$ cat config.mk
export PLATFORM = sky130hd
export DESIGN_NAME = vending_machine_multi
export DESIGN_NICKNAME = d
export VERILOG_FILES = /design/src/rtl/vend_pkg.sv /design/src/rtl/vend_stock_counter.sv /design/src/rtl/vending_machine_multi.sv
export SDC_FILE = /design/constraint.sdc
export NUM_CORES = 1
export LEC_CHECK = 0
export CAP_MARGIN = 0
export CORE_MARGIN = 4
export CORE_UTILIZATION = 53
export CTS_CLUSTER_DIAMETER = 50
export DETAILED_ROUTE_END_ITERATION = 8
export PLACE_DENSITY_LB_ADDON = 0.25
export SKIP_LAST_GASP = 1
export SYNTH_ARGS = -nofsm -noshare
export SYNTH_HDL_FRONTEND = slang
export SYNTH_SLANG_ARGS = --single-unit
$ cat constraint.sdc
create_clock -name CLK -period 2.6 [get_ports CLK]
set_input_delay 0.52 -clock CLK [delete_from_list [all_inputs] [get_ports CLK]]
set_output_delay 0.52 -clock CLK [all_outputs]
set_load 0.01 [all_outputs]
$ cat src/rtl/vend_pkg.sv
// vend_pkg: coin values in nickel units and the vending FSM state encoding.
package vend_pkg;
  localparam int NICKEL_VAL = 1;
  localparam int DIME_VAL = 2;
  localparam int QUARTER_VAL = 5;
  typedef enum logic [1:0] {IDLE, VEND, CHG_HI, CHG_LO} state_t;
endpackage

$ cat src/rtl/vend_stock_counter.sv
// vend_stock_counter: per-channel stock, loaded at reset, saturating at zero, registered empty flag.
module vend_stock_counter #(
  parameter int STOCK_W = 4,
  parameter int INIT_STOCK = 10
) (
  input  logic               CLK,
  input  logic               rst,
  input  logic               dec,
  output logic [STOCK_W-1:0] count,
  output logic               empty
);
  logic [STOCK_W-1:0] count_q;
  logic               empty_q;
  always_ff @(posedge CLK or negedge rst) begin
    if (!rst) begin
      count_q <= STOCK_W'(INIT_STOCK);
      empty_q <= (INIT_STOCK == 0);
    end else begin
      if (dec && count_q != '0) count_q <= count_q - STOCK_W'(1);
      empty_q <= (count_q == '0);
    end
  end
  assign count = count_q;
  assign empty = empty_q;
endmodule

$ cat src/rtl/vending_machine_multi.sv
// vending_machine_multi: N-channel vending controller with nickel-pulse change; VEND_COIN_RETURN_EN enables cancel.
module vending_machine_multi
  import vend_pkg::*;
#(
  parameter int NUM_ITEMS = 2,
  parameter int PRICE = 5,
  parameter int MAX_CREDIT = 20,
  parameter int CREDIT_W = 5,
  parameter int STOCK_W = 4,
  parameter int INIT_STOCK = 10
) (
  input  logic                 CLK,
  input  logic                 rst,
  input  logic                 ni,
  input  logic                 di,
  input  logic                 qu,
  input  logic [NUM_ITEMS-1:0] sel,
  input  logic                 cancel,
  output logic [NUM_ITEMS-1:0] give,
  output logic                 change,
  output logic                 coin_reject,
  output logic [NUM_ITEMS-1:0] sold_out,
  output logic [CREDIT_W-1:0]  credit,
  output logic                 busy
);
  state_t               state_q;
  logic [CREDIT_W-1:0]  credit_q, coin_val;
  logic [CREDIT_W:0]    sum;
  logic [NUM_ITEMS-1:0] give_q, pick, nz, dec;
  logic                 change_q, coin_reject_q, busy_q;
  logic                 any_coin, multi_coin, fits, cancel_go, sel_go;
  logic [STOCK_W-1:0]   stock [NUM_ITEMS];

  assign any_coin = ni | di | qu;
  assign multi_coin = (ni & di) | (ni & qu) | (di & qu);
  assign coin_val = CREDIT_W'(qu ? QUARTER_VAL : di ? DIME_VAL : ni ? NICKEL_VAL : 0);
  // one bit wider so the ceiling compare cannot wrap
  assign sum = {1'b0, credit_q} + {1'b0, coin_val};
  assign fits = sum <= (CREDIT_W+1)'(MAX_CREDIT);
  assign pick = sel & (~sel + NUM_ITEMS'(1));
`ifdef VEND_COIN_RETURN_EN
  assign cancel_go = (state_q == IDLE) & cancel & (credit_q != '0);
`else
  logic unused_cancel;
  assign unused_cancel = cancel;
  assign cancel_go = 1'b0;
`endif
  assign sel_go = (state_q == IDLE) & ~any_coin & ~cancel_go & (|pick) &
                  (credit_q >= CREDIT_W'(PRICE)) & (|(pick & nz));
  assign dec = sel_go ? pick : '0;

  for (genvar i = 0; i < NUM_ITEMS; i++) begin : g_stock
    vend_stock_counter #(.STOCK_W(STOCK_W), .INIT_STOCK(INIT_STOCK)) u_cnt (
      .CLK(CLK), .rst(rst), .dec(dec[i]), .count(stock[i]), .empty(sold_out[i])
    );
    assign nz[i] = |stock[i];
  end

  always_ff @(posedge CLK or negedge rst) begin
    if (!rst) begin
      state_q <= IDLE;
      credit_q <= '0;
      give_q <= '0;
      change_q <= 1'b0;
      coin_reject_q <= 1'b0;
      busy_q <= 1'b0;
    end else begin
      give_q <= '0;
      change_q <= 1'b0;
      coin_reject_q <= any_coin & ((state_q != IDLE) | cancel_go | multi_coin | ~fits);
      case (state_q)
        IDLE: begin
          if (cancel_go) begin
            state_q <= CHG_HI;
            change_q <= 1'b1;
            credit_q <= credit_q - CREDIT_W'(1);
            busy_q <= 1'b1;
          end else if (any_coin) begin
            if (fits) credit_q <= sum[CREDIT_W-1:0];
          end else if (sel_go) begin
            state_q <= VEND;
            give_q <= pick;
            credit_q <= credit_q - CREDIT_W'(PRICE);
            busy_q <= 1'b1;
          end
        end
        CHG_HI: state_q <= CHG_LO;
        default: begin
          if (credit_q != '0) begin
            state_q <= CHG_HI;
            change_q <= 1'b1;
            credit_q <= credit_q - CREDIT_W'(1);
          end else begin
            state_q <= IDLE;
            busy_q <= 1'b0;
          end
        end
      endcase
    end
  end

  assign give = give_q;
  assign change = change_q;
  assign coin_reject = coin_reject_q;
  assign credit = credit_q;
  assign busy = busy_q;
endmodule

==> impl_metrics.env <==
export IMPL_fin_hold_ws_ns=0.498
export IMPL_synth_xor_area_share=0.0650
export IMPL_n_fill_cell=184
export IMPL_portBuffers=18
export IMPL_skew_ns=0.00280
export IMPL_yosys_warnings=0
export IMPL_report_final_slew_viol_count=0
export IMPL_setup_slack_ns=0.106
export IMPL_outcome="finished clean"
export IMPL_synth_top_family_by_area="compound AO/OA/AOI/OAI gates"
export IMPL_powerDensity_nw_per_um2=1040
export IMPL_grt_overflow=0
export IMPL_pre_cts_ws_ns=-0.638
export IMPL_ys_async_sr_fraction=1.00
export IMPL_path_clk_slew_ns=0.13
export IMPL_drc=0
export IMPL_dr_pass1_iters=4
export IMPL_synth_ff_type="dfrtp_1"
export IMPL_synth_edff_count=0
export IMPL_cts_tree="built"
export IMPL_end_kind="flip-flop"
export IMPL_start_util=0.549
export IMPL_cts_root_buffer="clkbuf_4"
export IMPL_synthTopCellsByCount="dfrtp_1, a21oi_1, inv_1"
export IMPL_synthSimpleGateAreaFrac=0.172
export IMPL_start_kind="input pin"
export IMPL_synth_top_area_frac=0.334
export IMPL_io_pins=20
export IMPL_synth_compound_area_share=0.185
export IMPL_ys_seq_area_frac=0.412
export IMPL_netlist_instances=135
export IMPL_antenna_found_initial=0
export IMPL_wl_per_cell_um=15.9
export IMPL_nNetsFinal=191
export IMPL_fmax_mhz=401
export IMPL_critPathBufInv=3
export IMPL_cp_slowest_cell="fa_2"
export IMPL_die_y_um=58.4
export IMPL_numCtsBuffers=3
export IMPL_max_clock_path_buffers=2
export IMPL_drt_wl_total_mm=3.25
export IMPL_num_rows=18
export IMPL_synth_avg_cell_area_um2=9.98
export IMPL_syn_nets=151
export IMPL_vdd_drop_max_mv=0.797
export IMPL_cp_top_family="compound AO/OA/AOI/OAI gates"
export IMPL_arrival_ns=2.73
export IMPL_path_max_fanout=6
export IMPL_coreArea_um2=2450
export IMPL_drive_gt1_frac=0.276
export IMPL_max_stage_delay_ns=0.53
export IMPL_synth_top_area_cell="dfrtp_1"
export IMPL_synth_seq_cells=22
export IMPL_relSlewSlack=0.595
export IMPL_crit_type="in2reg"
export IMPL_grt_pass1_wl_mm=5.50
export IMPL_tns_ns=0
export IMPL_worst_pin_slew_ns=0.605
export IMPL_dpl_hpwl_mm=2.35
export IMPL_finalHoldViolations=0
export IMPL_via_count=1181
export IMPL_hp_class="reg2reg"
export IMPL_finalSetupViolations=0
export IMPL_rsz0062_at_grt="no"
export IMPL_die_area_um2=3410
export IMPL_path_cells="clkdlybuf4s15_1 > inv_2 > a21o_1 > ha_2 > inv_1 > fa_2 > nand2b_1 > a31o_2 > a21oi_4 > o21ai_4 > a211o_1 > a22oi_1"
export IMPL_first_iter_violations=61
export IMPL_die_w_um=58.4
export IMPL_postRouteAntennaNets=0
export IMPL_areaGrowthSynthToFinish_pct=33.2
export IMPL_clkSinkCount=22
export IMPL_synthAdderAreaFrac=0.0799
export IMPL_grtUsageTotal=0.212
export IMPL_required_ns=2.83
export IMPL_vias_per_cell=5.79
export IMPL_num_antenna_cells=0
export IMPL_insertion_delay_ns=0.31
export IMPL_h_tree_depth=1
export IMPL_cts_hold_buf=0
export IMPL_grt_max_degree=23
export IMPL_gpl_final_weighted_congestion=0.913
export IMPL_cellLeakagePower_nw=0.815
export IMPL_synth_most_common_cell="dfrtp_1"
export IMPL_synth_cell_types=43
export IMPL_netlist_area_um2=1350
export IMPL_period_needed_ns=2.49
export IMPL_synthMuxAreaShare=0.0306
export IMPL_maxCapViolations=0
export IMPL_finalCritPeriodShare=0.959
export IMPL_synth_area_leaders="dfrtp_1, dfstp_2, ha_1, xnor2_1, a21oi_1"
export IMPL_grt_pass1_vias=1233
-- path summary, 6_finish.rpt --
check / startpoint / end / slack (ns) / cells past startpoint
max reg2reg: credit[0] / credit[0] / 0.26 / 9
max in group asynchronous: rst / g_stock[0].u_cnt.count[1] / 1.78 / 2
min in group asynchronous: rst / coin_reject / 0.54 / 2
min: g_stock[0].u_cnt.count[3] / g_stock[0].u_cnt.count[3] / 0.50 / 1
max: di / credit[0] / 0.11 / 12
min reg2reg: g_stock[0].u_cnt.count[3] / g_stock[0].u_cnt.count[3] / 0.50 / 1
-- metal layers --
| layer | global-route usage | share of wire | vias up |
|---|---|---|---|
| li1 | - | - | 557 |
| met2 | 0.375 | 0.51 | 32 |
| met3 | 0.0395 | 0.039 | 8 |
| met5 | 0 | 0 | - |
| met1 | 0.249 | 0.44 | 584 |
| met4 | 0.0927 | 0.014 | 0 |
-- kinds of logic (layout without fill, tap and decap cells) --
logic type | after synthesis | after routing
AO/OA/AOI/OAI | 38 | 38
XOR/XNOR | 10 | 10
adder cells (fa/ha/maj) | 8 | 8
buffers and inverters | 16 | 55
flip-flops | 22 | 22
multiplexers | 4 | 4
AND/OR/NAND/NOR | 37 | 37
-- final cells by class --
cell class,count,area [um^2],area share
multi-input combinational,97,766,0.426
tap,30,37.5,0.0209
inverter,11,41.3,0.0230
clock inverter,1,30.0,0.0167
clock buffer,3,22.5,0.0125
sequential,22,556,0.309
timing repair buffer,40,343,0.191
-- layout by cell type, fill, tap and decap left out, drive strengths merged, types with 4 or more instances in the layout --
cell type / count
dfrtp: 18
xnor2: 6
nor3: 4
nand2: 9
inv: 11
dfstp: 4
ha: 7
a21oi: 10
nor2: 8
o21ai: 8
buf: 22
xor2: 4
clkdlybuf4s50: 15
-- power breakdown --
part / switching [W] / leakage (nW) / internal [W] / total, W
Clock: 0.000109 / 0.0279 / 0.000156 / 0.000265
Sequential: 0.000114 / 0.257 / 0.000436 / 0.000550
Combinational: 0.000524 / 0.529 / 0.000528 / 0.00105
-- flip-flops by register name, indices dropped and copies added (netlist names) --
signal	cells
state_q	2
busy	1
credit	5
g_stock.u_cnt.count	8
coin_reject	1
change	1
g_stock.u_cnt.empty	2
give	2
-- repair_timing --
action,4_1_cts,5_1_grt
gates resized for setup,13,4
pin swaps,7,4
setup buffers,1,0
endpoints found under the setup margin,5,6
-- through the flow --
stage               instances  total power, W   util  instance area [um^2]
global placement          199         0.00142  0.688                  1690
finish                    204         0.00187  0.731                  1800
CTS                       204         0.00184  0.728                  1790
detailed placement        199         0.00146  0.688                  1690
global route              204         0.00200  0.731                  1800
floorplan                 135         0.00107      -                  1350
Note: power is estimated with default switching activity, not from simulation.
